===== src/rtl/imem_boot_loader_pkg.sv =====
// Shared constants and state encoding for the instruction-memory boot loader.
// The memory size comes from the global IMEM_ADDR_BITS macro so that the loader and the memory agree.
`ifndef IMEM_ADDR_BITS
`define IMEM_ADDR_BITS 10
`endif

package imem_boot_loader_pkg;

  localparam int IMEM_AW_DEF    = `IMEM_ADDR_BITS;
  localparam int IMEM_SIZE_B    = 1 << IMEM_AW_DEF;
  localparam int BYTES_PER_WORD = 4;
  localparam int HDR_LEN        = 2;
  localparam int BIDX_W         = $clog2(BYTES_PER_WORD);

  typedef enum logic [2:0] {
    ST_LEN_HI = 3'd0,
    ST_LEN_LO = 3'd1,
    ST_DATA   = 3'd2,
    ST_WRITE  = 3'd3,
    ST_CHECK  = 3'd4,
    ST_DONE   = 3'd5,
    ST_ERR    = 3'd6
  } state_e;

endpackage


===== src/rtl/imem_word_packer.sv =====
// Big-endian 8-to-32 shift register with a byte index, a running XOR checksum
// and a flag that marks a freshly completed word.
module imem_word_packer
  import imem_boot_loader_pkg::*;
(
  input  logic              clk,
  input  logic              rst,
  input  logic              clear_i,
  input  logic              shift_en_i,
  input  logic [7:0]        byte_i,
  output logic [31:0]       word_o,
  output logic [7:0]        csum_o,
  output logic [BIDX_W-1:0] idx_o,
  output logic              word_full_o
);

  logic [31:0]       word_q;
  logic [7:0]        csum_q;
  logic [BIDX_W-1:0] idx_q;
  logic              full_q;

  always_ff @(posedge clk or negedge rst) begin
    if (!rst) begin
      word_q <= '0;
      csum_q <= '0;
      idx_q  <= '0;
      full_q <= 1'b0;
    end else if (clear_i) begin
      word_q <= '0;
      csum_q <= '0;
      idx_q  <= '0;
      full_q <= 1'b0;
    end else if (shift_en_i) begin
      // First byte of a word ends up in [31:24] after four shifts.
      word_q <= {word_q[23:0], byte_i};
      csum_q <= csum_q ^ byte_i;
      idx_q  <= idx_q + BIDX_W'(1);
      full_q <= (idx_q == BIDX_W'(BYTES_PER_WORD - 1));
    end
  end

  assign word_o      = word_q;
  assign csum_o      = csum_q;
  assign idx_o       = idx_q;
  assign word_full_o = full_q;

endmodule


===== src/rtl/imem_boot_loader.sv =====
// Boot loader: parses a length-prefixed, XOR-checksummed byte frame from the host
// link, writes it word by word into instruction memory and holds the CPU until done.
module imem_boot_loader
  import imem_boot_loader_pkg::*;
#(
  parameter int IMEM_ADDR_WIDTH = IMEM_AW_DEF,
  parameter int LEN_WIDTH       = 16
) (
  input  logic                 clk,
  input  logic                 rst,
  input  logic                 load_req,
  input  logic                 in_valid,
  input  logic [7:0]           in_data,
  output logic                 in_ready,
  output logic                 imem_we,
  output logic [31:0]          imem_waddr,
  output logic [31:0]          imem_wdata,
  output logic                 cpu_hold,
  output logic                 load_done,
  output logic                 load_err,
  output logic [LEN_WIDTH-1:0] words_loaded
);

  localparam int unsigned MAX_WORDS = 32'd1 << (IMEM_ADDR_WIDTH - 2);

  state_e               state_q, state_d;
  logic [7:0]           len_hi_q, len_hi_d;
  logic [LEN_WIDTH-1:0] count_q, count_d;
  logic [LEN_WIDTH-1:0] words_q, words_d;

  logic                 pk_clear, pk_shift;
  logic [31:0]          pk_word;
  logic [7:0]           pk_csum;
  logic [BIDX_W-1:0]    pk_idx;
  logic                 pk_full;
  logic                 accept;
  logic [LEN_WIDTH-1:0] hdr_count;
  logic [IMEM_ADDR_WIDTH-1:0] waddr_trunc;

  imem_word_packer u_packer (
    .clk         (clk),
    .rst         (rst),
    .clear_i     (pk_clear),
    .shift_en_i  (pk_shift),
    .byte_i      (in_data),
    .word_o      (pk_word),
    .csum_o      (pk_csum),
    .idx_o       (pk_idx),
    .word_full_o (pk_full)
  );

  always_ff @(posedge clk or negedge rst) begin
    if (!rst) begin
      state_q  <= ST_LEN_HI;
      len_hi_q <= '0;
      count_q  <= '0;
      words_q  <= '0;
    end else begin
      state_q  <= state_d;
      len_hi_q <= len_hi_d;
      count_q  <= count_d;
      words_q  <= words_d;
    end
  end

  assign hdr_count   = LEN_WIDTH'({len_hi_q, in_data});
  assign waddr_trunc = IMEM_ADDR_WIDTH'({words_q, 2'b00});

  always_comb begin
    state_d      = state_q;
    len_hi_d     = len_hi_q;
    count_d      = count_q;
    words_d      = words_q;
    pk_clear     = 1'b0;
    pk_shift     = 1'b0;
    in_ready     = 1'b0;
    imem_we      = 1'b0;
    imem_waddr   = '0;
    imem_wdata   = '0;
    cpu_hold     = 1'b1;
    load_done    = 1'b0;
    load_err     = 1'b0;
    words_loaded = words_q;

    // Outputs decode from registered state only, so in_ready never depends on in_valid.
    case (state_q)
      ST_LEN_HI, ST_LEN_LO, ST_DATA, ST_CHECK: in_ready = 1'b1;
      ST_WRITE: begin
        imem_we    = pk_full;
        imem_waddr = 32'(waddr_trunc);
        imem_wdata = pk_word;
      end
      ST_DONE: begin
        cpu_hold  = 1'b0;
        load_done = 1'b1;
      end
      ST_ERR:  load_err = 1'b1;
      default: ;
    endcase

    accept = in_valid && in_ready;

    case (state_q)
      ST_LEN_HI: if (accept) begin
        len_hi_d = in_data;
        state_d  = ST_LEN_LO;
      end
      ST_LEN_LO: if (accept) begin
        count_d = hdr_count;
        if (32'(hdr_count) > MAX_WORDS)   state_d = ST_ERR;
        else if (hdr_count == '0)         state_d = ST_CHECK;
        else                              state_d = ST_DATA;
      end
      ST_DATA: if (accept) begin
        pk_shift = 1'b1;
        if (pk_idx == BIDX_W'(BYTES_PER_WORD - 1)) state_d = ST_WRITE;
      end
      ST_WRITE: begin
        words_d = words_q + LEN_WIDTH'(1);
        state_d = (words_d == count_q) ? ST_CHECK : ST_DATA;
      end
      ST_CHECK: if (accept) begin
        state_d = (in_data == pk_csum) ? ST_DONE : ST_ERR;
      end
      ST_DONE, ST_ERR: if (load_req) begin
        state_d  = ST_LEN_HI;
        words_d  = '0;
        pk_clear = 1'b1;
      end
      default: state_d = ST_LEN_HI;
    endcase
  end

endmodule


===== config.mk =====
export PLATFORM = sky130hd
export DESIGN_NAME = imem_boot_loader
export DESIGN_NICKNAME = d
export VERILOG_FILES = /design/src/rtl/imem_boot_loader_pkg.sv /design/src/rtl/imem_word_packer.sv /design/src/rtl/imem_boot_loader.sv
export SDC_FILE = /design/constraint.sdc
export NUM_CORES = 1
export LEC_CHECK = 0
export CAP_MARGIN = 20
export CORE_ASPECT_RATIO = 0.8
export CORE_MARGIN = 4
export CORE_UTILIZATION = 54
export CTS_CLUSTER_SIZE = 8
export DETAILED_ROUTE_END_ITERATION = 10
export GPL_TIMING_DRIVEN = 0
export PLACE_DENSITY = 0.79
export SYNTH_ARGS = -nofsm -noshare
export SYNTH_HDL_FRONTEND = slang
export SYNTH_SLANG_ARGS = --single-unit

===== constraint.sdc =====
create_clock -name clk -period 4.96 [get_ports clk]
set_clock_uncertainty 0.15 [all_clocks]
set_input_delay 0.496 -clock clk [delete_from_list [all_inputs] [get_ports clk]]
set_output_delay 0.496 -clock clk [all_outputs]
set_load 0.005 [all_outputs]

==> summary.md, run 1 <==
| Metric | Value |
|---|---|
| Status | finished clean |
| Die ar. | about 10,000 um^2 |
| Core area | about 8500 um^2 |
| Final Max Tran Viols | 0 |
| Met1 usage | 32.3% |
| Number of synthesized register bits | 86 |
| Final Cycle Share | between 70% and 80% |
| Netlist cell types | between 50 and 60 |
| Slew @ Worst Pin | approximately 0.72 ns |
| Vias in the first global route | ~3,800 |
| Post-DRT Antenna Nets | 0 |
| Vias per Instance | approximately 5.5 |
| Post-route setup TNS | 0 ns |
| First-pass GRT wire length | ~19,000 um |
| CP peak stage delay | about 0.50 ns |
| Leak | approximately 2.5 nW |
| NumNets Final | between 600 and 700 |
| Worst Path Arrival | slightly below 3 ns |
| Hold Fails Final Rpt | 0 |
| Worst Path Required | around 4.3 ns |
| R2R Path Start | state_q[0] |
| Core Rows | 30 |
| Wire per inst | roughly 16 um |
| Mean Syn Cell Area | between 9 and 10 um^2 |
| Worst Setup Start Kind | flip-flop |
| Main flop type after synthesis | dfrtp_1 |
| RSZ-0062 raised after global routing | false |
| Ant. Diodes | 0 |
| Worst rel slew slack | ~52% |
| Die height | a little over 90 um |
| Hold_sp | u_packer.word_full_o |
| Global-route usage over all layers | around 22% |
| Layout cells sized above 1 | 12.9% |
| Drt pass-1 iters | 5 |
| CP max-delay cell | nor2_1 |
| Postcts setup bufs | 0 |
| CTS root buf | clkbuf_8 |
| R2R Setup Slk | ~2.3 ns |
| Pre-CTS setup slack | 1.79 ns |
| Total of max-cap violations | 0 |
| Area grow syn2layout | 25.2% |
| Num ports | 97 |
| DR iter-0 viols | about 260 |
| Final setup violation count | 0 |
| Vias | between 4,000 and 5,000 |
| Most frequent cells after synthesis | 91 x nand2_1, 86 x dfrtp_1, 43 x and2_1 |
| Initial core utilization | a little under three fifths |
| Cts bufs inserted | 9 |
| CTS Buffer Depth | 2 |
| Pin count of the biggest net entering global routing | about 70 |
| Cell Count Post-Placement | 724 |
| Final Non-Filler Cells | ~740 |
| Cell area after synthesis | approximately 4700 um^2 |
| Syn. warnings | 0 |
| Crit-path cells | clkbuf_1 -> nand2_1 -> nor2_1 -> clkbuf_1 -> and2_1 -> clkdlybuf4s50_1 |
| CTS Sinks | 86 |
| Top cells by area, synth | dfrtp_1 45%, nand2_1 7.2%, mux2_2 5.7% |
| Latest clock arrival within the worst-skew pair | roughly 0.37 ns |
| Synth area leader | dfrtp_1 |
| Pwr dens | between 500 and 600 nW/um^2 |
| Worst path most repeated cell | clkbuf_1 |
| Met3 Use GR | under 10% |
| DIE WIDTH | between 100 and 150 um |
| Dpl hpwl | 8620 um |
| Area share of the largest cell type after synthesis | a little under half |
| Minimum clock period | 3.57 ns |
| Worst R2R End | words_loaded[6] |
| Final WS setup | roughly 1.4 ns |
| Number of flops mapped to enable cells by yosys | 0 |
| Initial antenna violation count | 0 |
| Highest Clock Rate | between 200 and 300 MHz |
| Sequential area share after synthesis | between 40 and 50% |
| RD Place Congestion | 0.920 |
| Crit-path max FO | 10 |
| Hold Crit Class | flip-flop to flip-flop |
| GR Overflow Total | 0 |
| Worst R2R Path Depth | 7 |
| Post-synth ARST share | 100% |
| Kind of end point of the critical path | primary output |
| H-tree depth | 3 |
| Routed wire length | ~12,000 um |
| Met2 usage | 32.8% |
| Hold path depth | 2 |
| Layer with the highest usage | met2 |
| VDD IR max | roughly 290 uV |
| Clk slew on worst S/H paths | 0.09 ns |
| Kind of critical path | flip-flop to primary output |
| DRC errors left | 0 |
| Number of port buffers | a little over 70 |
| Worst hold path endpoint | u_packer.word_full_o |
| CTS tree | done |
| Post-Synthesis Cells | approximately 520 |
| Count leader, synth | nand2_1 |
worst max-delay path, delay by kind of cell (launching register included):
kind	cells	cell delay, ns
buffers and inverters	3	1.31
flip-flops	1	0.39
AND/OR/NAND/NOR	3	0.86
layout by cell type (no fill, tap or decap), drive strengths merged, types with 2 or more instances in the layout:
master	count
o31ai	5
clkbuf	32
o21ai	30
nor4	5
and3	3
xor2	17
xnor2	20
o2111ai	2
nand2b	4
nand2	91
mux2	24
and2	43
and4	2
o211ai	2
clkdlybuf4s50	71
dfrtp	86
nor2	32
o22ai	2
or4b	2
a211oi	2
buf	32
nand4	5
nand3	10
a21oi	41
inv	8
a31oi	2
nor3	7
conb	24
ha	2
nor2b	4
metrics by stage:
| stage | area [um^2] | total power [mW] | util (%) | hold slack, ns |
|---|---|---|---|---|
| 2_1_floorplan | 4830 | 2.07 | - | 0.0504 |
| 3_3_place_gp | 5690 | 2.55 | 66.8 | 0.356 |
| 3_5_place_dp | 5720 | 2.62 | 67.1 | 0.259 |
| 4_1_cts | 5940 | 3.15 | 69.7 | 0.372 |
| 5_1_grt | 5940 | 3.37 | 69.7 | 0.398 |
| 6_report | 5940 | 3.15 | 69.7 | 0.371 |
flip-flops by register name, indices dropped and copies added, names as in the netlist:
name,count
u_packer.idx_o,2
len_hi_q,8
words_loaded,16
u_packer.word_o,32
state_q,3
u_packer.word_full_o,1
count_q,16
u_packer.csum_o,8
report_power, final:
part | internal, mW | switching, mW | total, mW
Sequential | 0.979 | 0.253 | 1.23
Clock | 0.255 | 0.276 | 0.532
Combinational | 0.688 | 0.702 | 1.39
Total | 1.92 | 1.23 | 3.15
layout make-up:
type	instances	area, um^2
Inverter	4	15.0
Clock buffer	10	138
Buffer	52	300
Multi-Input combinational cell	397	2360
Tap cell	112	140
Sequential cell	86	2150
Timing Repair Buffer	74	756
Clock inverter	6	75.1
Fill cell	679	2580
kinds of logic after synthesis:
family	after synthesis	synth area share [%]
simple gates	212	21.9
compound gates	96	12.2
flops	86	45.4
buf+inv	56	6.65
xor+xnor	38	7.33
mux	25	5.91
fa+ha+maj	2	0.527
other cells	1	0.0790
routing by layer:
layer	vias to the layer above	wire length (um)
met5	-	0
met4	0	149
met3	17	1010
met2	189	5230
met1	1965	5150
li1	1912	-
what timing repair did:
| item | 4_1_cts | 5_1_grt |
|---|---|---|
| hold buffers | 1 | 0 |
| resized for setup | 0 | 0 |
| endpoints found under the hold margin | 19 | 0 |
worst max path at each step:
stage / to / startpoint / slack (ns) / depth (start not counted)
6_report: imem_waddr[9] / state_q[1] / 1.39 / 6
3_5_place_dp: imem_we / state_q[1] / 1.79 / 6
3_3_place_gp: u_packer.word_o[24] / rst / 0.22 / 1
4_1_cts: imem_we / state_q[1] / 1.37 / 6
2_1_floorplan: state_q[1] / words_loaded[0] / 2.64 / 6
5_1_grt: imem_we / state_q[1] / 1.18 / 6
Note: power is estimated with default switching activity, not from simulation.
==> run 2, diff against run 1 <==
--- a/config.mk
+++ b/config.mk
@@ -8,11 +8,11 @@
 export CAP_MARGIN = 20
 export CORE_ASPECT_RATIO = 0.8
 export CORE_MARGIN = 4
-export CORE_UTILIZATION = 54
+export CORE_UTILIZATION = 47
 export CTS_CLUSTER_SIZE = 8
 export DETAILED_ROUTE_END_ITERATION = 10
 export GPL_TIMING_DRIVEN = 0
-export PLACE_DENSITY = 0.79
+export PLACE_DENSITY = 0.73
 export SYNTH_ARGS = -nofsm -noshare
 export SYNTH_HDL_FRONTEND = slang
 export SYNTH_SLANG_ARGS = --single-unit
==> constraint.sdc (replaced) <==
create_clock -name clk -period 3.2 [get_ports clk]
set_clock_uncertainty 0.15 [all_clocks]
set_input_delay 0.32 -clock clk [delete_from_list [all_inputs] [get_ports clk]]
set_output_delay 0.32 -clock clk [all_outputs]
set_load 0.005 [all_outputs]
==> run 2 against run 1 <==
Against the previous run:
- sequential power is 56% higher
- worst hold slack worse by 0.14 ns
- critical path depth stayed put
- critical path type unchanged
- setup slack got worse by 1.2 ns
- wire length grew 3.6%
- power grew 65%
- highest routed layer unchanged
- register-to-register slack lost 1.8 ns
==> summary.md, run 2 (same netlist as run 1, synthesis figures left out) <==
| Metric | Value |
|---|---|
| RSZ-0062 raised after global routing | false (unchanged) |
| Cts bufs inserted | 9 (unchanged) |
| Worst R2R End | words_loaded[6] (unchanged) |
| First-pass GRT wire length | 19,400 um (was 18,600 um) |
| VDD IR max | 433 uV (was 288 uV) |
| Layout cells sized above 1 | 13.0% (was 12.9%) |
| DRC errors left | 0 (unchanged) |
| DR iter-0 viols | 243 (was 262) |
| Kind of critical path | flip-flop to primary output (unchanged) |
| Num ports | 97 (unchanged) |
| DIE WIDTH | 120 um (was 113 um) |
| Slew @ Worst Pin | 0.786 ns (was 0.723 ns) |
| Final Util | 62.6% (was 69.7%) |
| Hold_ws | 0.227 ns (was 0.371 ns) |
| Core Rows | 32 (was 30) |
| Cell Count Post-Placement | 748 (was 724) |
| Die ar. | 11,800 um^2 (was 10,400 um^2) |
| Final Max Tran Viols | 0 (unchanged) |
| DR top layer | met4 (unchanged) |
| CTS tree | done (unchanged) |
| Most common cell after layout, fill and taps aside | nand2_1 (unchanged) |
| Worst rel slew slack | 47.6% (was 51.8%) |
| Pin count of the biggest net entering global routing | 75 (was 68) |
| Die height | 97.9 um (was 91.8 um) |
| Setup crit start | state_q[1] (unchanged) |
| Hold Fails Final Rpt | 0 (unchanged) |
| CTS Sinks | 86 (unchanged) |
| Area grow syn2layout | 28.3% (was 25.2%) |
| Drt pass-1 iters | 5 (unchanged) |
| CTS root buf | clkbuf_16 (was clkbuf_8) |
| Register Area | 2150 um^2 (unchanged) |
| Worst Setup Start Kind | flip-flop (unchanged) |
| Clk slew on worst S/H paths | 0.06 ns (was 0.09 ns) |
| Status | finished clean (unchanged) |
| Kind of end point of the critical path | primary output (unchanged) |
| Final Non-Filler Cells | 765 (was 741) |
| Initial antenna violation count | 0 (unchanged) |
| Initial core utilization | 48.8% (was 55.7%) |
| Worst Path Arrival | 2.55 ns (was 2.92 ns) |
| Met2 WL | 5580 um (was 5230 um) |
| Post-DRT Antenna Nets | 0 (unchanged) |
| Pwr dens | 856 nW/um^2 (was 531 nW/um^2) |
| R2R Setup Slk | 0.44 ns (was 2.27 ns) |
| Total of max-cap violations | 0 (unchanged) |
| Ant. Diodes | 0 (unchanged) |
| Wire per inst | 15.6 um (about the same) |
| Vias | 3,965 (was 4,083) |
| Post-route setup TNS | 0 ns (unchanged) |
| H-tree depth | 3 (unchanged) |
| Area occupied by multi-input gates | 2370 um^2 (was 2360 um^2) |
| Dpl hpwl | 8880 um (was 8620 um) |
| Latest clock arrival within the worst-skew pair | 0.34 ns (was 0.37 ns) |
| Wire length on met1 | 5520 um (was 5150 um) |
| Routed met3 length | 703 um (was 1010 um) |
| Layout fillers | 846 (was 679) |
| Final setup violation count | 0 (unchanged) |
| Leak | 2.60 nW (was 2.55 nW) |
| Minimum clock period | about 3 ns |
| GR Overflow Total | 0 (unchanged) |
| Vias per Instance | 5.18 (was 5.51) |
| R2R Path Start | state_q[0] (unchanged) |
| Global-route usage over all layers | 20.6% (was 22.2%) |
| Number of port buffers | 72 (unchanged) |
| Core area | 9730 um^2 (was 8520 um^2) |
| Worst R2R Path Depth | 7 (unchanged) |
| Final Cycle Share | a little over nine tenths |
| Commonest non-fill, non-tap cells in the layout | 91 x nand2_1, 86 x dfrtp_1, 71 x clkdlybuf4s50_1 (unchanged) |
| Hold Crit Class | input port to asynchronous set/reset pin (was flip-flop to flip-flop) |
| Vias in the first global route | 3,746 (was 3,778) |
| Largest register FFs | 32 (unchanged) |
| Crit-path max FO | 10 (unchanged) |
| Total Power | 5.21 mW (was 3.15 mW) |
| RD Place Congestion | 0.876 (was 0.920) |
| Routed wire length | 11,900 um (was 11,500 um) |
| NumNets Final | 638 (unchanged) |
| Worst Path Required | 2.73 ns (was 4.31 ns) |
| CTS Buffer Depth | 2 (unchanged) |
| Highest Clock Rate | between 300 and 400 MHz |
| Postcts setup bufs | 0 (unchanged) |
run 2: worst max path at each step:
| stage | depth (start not counted) | slack, ns | to |
|---|---|---|---|
| 6_report | 6 | 0.18 | imem_waddr[7] |
| 3_5_place_dp | 6 | 0.18 | imem_waddr[9] |
| 4_1_cts | 6 | 0.09 | imem_waddr[7] |
| 3_3_place_gp | 1 | -1.42 | u_packer.word_o[24] |
| 5_1_grt | 6 | 0.01 | imem_waddr[7] |
| 2_1_floorplan | 6 | 0.88 | state_q[1] |
run 2: stage by stage:
stage,cell area (um^2),setup slack [ns]
3_5_place_dp,5750,0.182
2_1_floorplan,4830,0.879
3_3_place_gp,5720,-1.42
6_report,6090,0.182
5_1_grt,6090,0.0143
4_1_cts,6080,0.0920
run 2: worst max-delay path, cell delays in order (launching register included):
cell and delay [ns]:
dfrtp_1 0.39, clkbuf_1 0.34, nand2_1 0.19, nor2_4 0.25, clkbuf_1 0.34, and2_1 0.19, clkdlybuf4s50_1 0.51
run 2: what timing repair did:
| item | 4_1_cts | 5_1_grt |
|---|---|---|
| resized for setup | 2 | 1 |
| hold buffers | 1 | 0 |
| endpoints found under the hold margin | 12 | 0 |
| endpoints found under the setup margin | 18 | 40 |
run 2: layout make-up:
cell class | count | area share (%)
multi-input combinational | 397 | 38.9
sequential | 86 | 35.3
timing repair buffer | 74 | 12.4
buffer | 52 | 4.95
clock buffer | 10 | 3.76
tap | 136 | 2.79
clock inverter | 6 | 1.54
inverter | 4 | 0.247
run 2: where the power goes:
part,total (mW),internal [mW],switching (mW),leakage [nW]
clock network,1.13,0.692,0.441,0.159
logic,2.16,1.07,1.09,1.35
registers,1.92,1.52,0.400,1.09
run 2: per-layer routing:
metal	vias to the layer above	GRT usage [%]
met5	-	0
met4	0	5.23
met3	13	3.88
met2	117	31.8
met1	1916	30.2
li1	1919	-
==> run 3, diff against run 2 <==
--- a/config.mk
+++ b/config.mk
@@ -8,11 +8,11 @@
 export CAP_MARGIN = 20
 export CORE_ASPECT_RATIO = 0.8
 export CORE_MARGIN = 4
-export CORE_UTILIZATION = 47
+export CORE_UTILIZATION = 25
 export CTS_CLUSTER_SIZE = 8
 export DETAILED_ROUTE_END_ITERATION = 10
 export GPL_TIMING_DRIVEN = 0
-export PLACE_DENSITY = 0.73
+export PLACE_DENSITY = 0.42
 export SYNTH_ARGS = -nofsm -noshare
 export SYNTH_HDL_FRONTEND = slang
 export SYNTH_SLANG_ARGS = --single-unit
==> run 3 against run 2 <==
Against the previous run:
- count of clock-buffer cells in the layout rose by 2
- non-clock buffer count unchanged
- wire length is 14% higher
- sequential power barely moved
- sequential cell count stayed put
- critical endpoint is now imem_waddr[9]
- largest cell class unchanged
- largest power group unchanged
- highest routed layer unchanged
==> summary.md, run 3 (same netlist as run 1, synthesis figures left out) <==
| Metric | Value |
|---|---|
| Status | finished clean (unchanged) |
| Kind of end point of the critical path | primary output (unchanged) |
| Die height | 131 um (was 97.9 um) |
| Crit-path max FO | 10 (unchanged) |
| CTS root buf | clkbuf_16 (unchanged) |
| Layout fillers | 1,950 (was 846) |
| Layout cells sized above 1 | 13.4% (was 13.0%) |
| Pwr dens | 838 nW/um^2 (was 856 nW/um^2) |
| Worst Setup Start Kind | flip-flop (unchanged) |
| RD Place Congestion | 0.816 (was 0.876) |
| CP top delay family | buffers and inverters (unchanged) |
| Final setup violation count | 0 (unchanged) |
| Final Max Tran Viols | 0 (unchanged) |
| Total of max-cap violations | 0 (unchanged) |
| Initial core utilization | 25.8% (was 48.8%) |
| Worst R2R Path Depth | 7 (unchanged) |
| Cell Count Post-Placement | 865 (was 748) |
| Number of port buffers | 72 (unchanged) |
| Flop pwr share | 36.7% (was 36.8%) |
| Global-route usage over all layers | 12.7% (was 20.6%) |
| P_int | 3.27 mW (was 3.28 mW) |
| Minimum clock period | 2.99 ns (was 3.02 ns) |
| Final WS setup | 0.215 ns (was 0.182 ns) |
| Postcts setup bufs | 0 (unchanged) |
| Core area | 18,400 um^2 (was 9730 um^2) |
| Hold Crit Class | input port to asynchronous set/reset pin (unchanged) |
| Switching share of power | 37.4% (was 37.0%) |
| Register Area | 2150 um^2 (unchanged) |
| Clk slew on worst S/H paths | 0.06 ns (about the same) |
| Routed wire length | 13,600 um (was 11,900 um) |
| Initial antenna violation count | 0 (unchanged) |
| Final Util | 33.9% (was 62.6%) |
| Worst rel slew slack | 45.4% (was 47.6%) |
| VDD IR max | 256 uV (was 433 uV) |
| Buf/Inv on CP | 3 (unchanged) |
| Post-DRT Antenna Nets | 0 (unchanged) |
| Switching power of the nets | 1.95 mW (was 1.93 mW) |
| Latest clock arrival within the worst-skew pair | 0.35 ns (was 0.34 ns) |
| Commonest non-fill, non-tap cells in the layout | 91 x nand2_1, 86 x dfrtp_1, 71 x clkdlybuf4s50_1 (unchanged) |
| RSZ-0062 raised after global routing | false (unchanged) |
| Vias in the first global route | 3,766 (was 3,746) |
| Slew @ Worst Pin | 0.819 ns (was 0.786 ns) |
| Largest register FFs | 32 (unchanged) |
| Kind of critical path | flip-flop to primary output (unchanged) |
| Vias | 3,959 (was 3,965) |
| H-tree depth | 3 (unchanged) |
| Pre-CTS setup slack | 0.0374 ns (was 0.182 ns) |
| NumNets Final | 638 (unchanged) |
| Final Non-Filler Cells | 882 (was 765) |
| Num ports | 97 (unchanged) |
| Die ar. | 21,300 um^2 (was 11,800 um^2) |
| DIE WIDTH | 162 um (was 120 um) |
| Worst Path Arrival | 2.52 ns (was 2.55 ns) |
| R2R Path Start | state_q[0] (unchanged) |
| WP depth | 6 (unchanged) |
| Final Cell Area | 6230 um^2 (was 6090 um^2) |
| CTS tree | done (unchanged) |
| Worst R2R End | words_loaded[6] (unchanged) |
| CP max-delay cell | clkdlybuf4s50_1 (unchanged) |
| CTS Sinks | 86 (unchanged) |
| Area grow syn2layout | 31.4% (was 28.3%) |
| Crit-path cells | clkbuf_1 -> nand2_1 -> nor2_4 -> clkbuf_2 -> and2_1 -> clkdlybuf4s50_1 (was clkbuf_1 -> nand2_1 -> nor2_4 -> clkbuf_1 -> and2_1 -> clkdlybuf4s50_1) |
| Hold Fails Final Rpt | 0 (unchanged) |
| Dpl hpwl | 10,300 um (was 8880 um) |
| DR iter-0 viols | 294 (was 243) |
| Cts bufs inserted | 9 (unchanged) |
| CTS Buffer Depth | 2 (unchanged) |
| Leak | 2.61 nW (was 2.60 nW) |
| First-pass GRT wire length | 21,500 um (was 19,400 um) |
| Ant. Diodes | 0 (unchanged) |
| Highest Clock Rate | 335 MHz (was 331 MHz) |
| Vias per Instance | 4.49 (was 5.18) |
| CP peak stage delay | 0.50 ns (was 0.51 ns) |
| DRC errors left | 0 (unchanged) |
| Logic pwr share | 41.9% (was 41.4%) |
| Pin count of the biggest net entering global routing | 48 (was 75) |
| Area occupied by multi-input gates | 2370 um^2 (unchanged) |
| Post-route setup TNS | 0 ns (unchanged) |
| Most common cell after layout, fill and taps aside | nand2_1 (unchanged) |
| Hold_ws | 0.351 ns (was 0.227 ns) |
| Core Rows | 44 (was 32) |
| DP Area | 5890 um^2 (was 5750 um^2) |
| GR Overflow Total | 0 (unchanged) |
| Total Power | 5.22 mW (was 5.21 mW) |
| Power share of the clock group | 21.4% (was 21.7%) |
| Worst Path Required | 2.73 ns (about the same) |
| Drt pass-1 iters | 5 (unchanged) |
| Final Cycle Share | 93.3% (was 94.3%) |
| R2R Setup Slk | 0.39 ns (was 0.44 ns) |
| Wire per inst | 15.4 um (was 15.6 um) |
==> run 3: changes by cell type in the layout (fill, tap and decap cells not counted), sizes merged <==
cell,change
clkbuf,+2
bufinv,-1
inv,-1
==> run 3: layout make-up <==
cell class              instances  area share, %
plain buffers                  52           4.86
clock buffers                  12           4.28
clock inverters                 4          0.843
inverters                       4          0.241
multi-input cells             397           38.0
flip-flops and latches         86           34.5
well taps                     253           5.08
repair buffers                 74           12.1
==> run 3: worst max path at each step <==
| stage | slack (ns) | end | startpoint |
|---|---|---|---|
| CTS | 0.003 | imem_waddr[2] | state_q[1] |
| finish | 0.21 | imem_waddr[9] | state_q[1] |
| detailed placement | 0.04 | imem_we | state_q[1] |
| global placement | -1.66 | u_packer.word_o[27] | rst |
| floorplan | 0.88 | state_q[1] | words_loaded[0] |
| global route | 0.01 | imem_wdata[1] | state_q[1] |
==> run 3: what timing repair did <==
item                                    in CTS  in global routing
hold endpoints to repair                    39                  0
hold buffers                                 1                  0
resized for setup                            2                  3
endpoints found under the setup margin      41                 41
==> run 3: metal layers <==
metal	wire length, um	GRT usage (%)
met5	0	0
met4	119	2.68
met3	664	3.35
met2	5810	18.2
met1	6980	19.2
==> run 3: power by group through the flow <==
stage / Combinational [mW] / Sequential [mW] / Clock, mW
finish: 2.19 / 1.92 / 1.12
global route: 2.46 / 1.99 / 1.19
CTS: 2.21 / 1.93 / 1.15
detailed placement: 2.20 / 1.95 / 0
global placement: 2.16 / 1.94 / 0
floorplan: 1.43 / 1.78 / 0
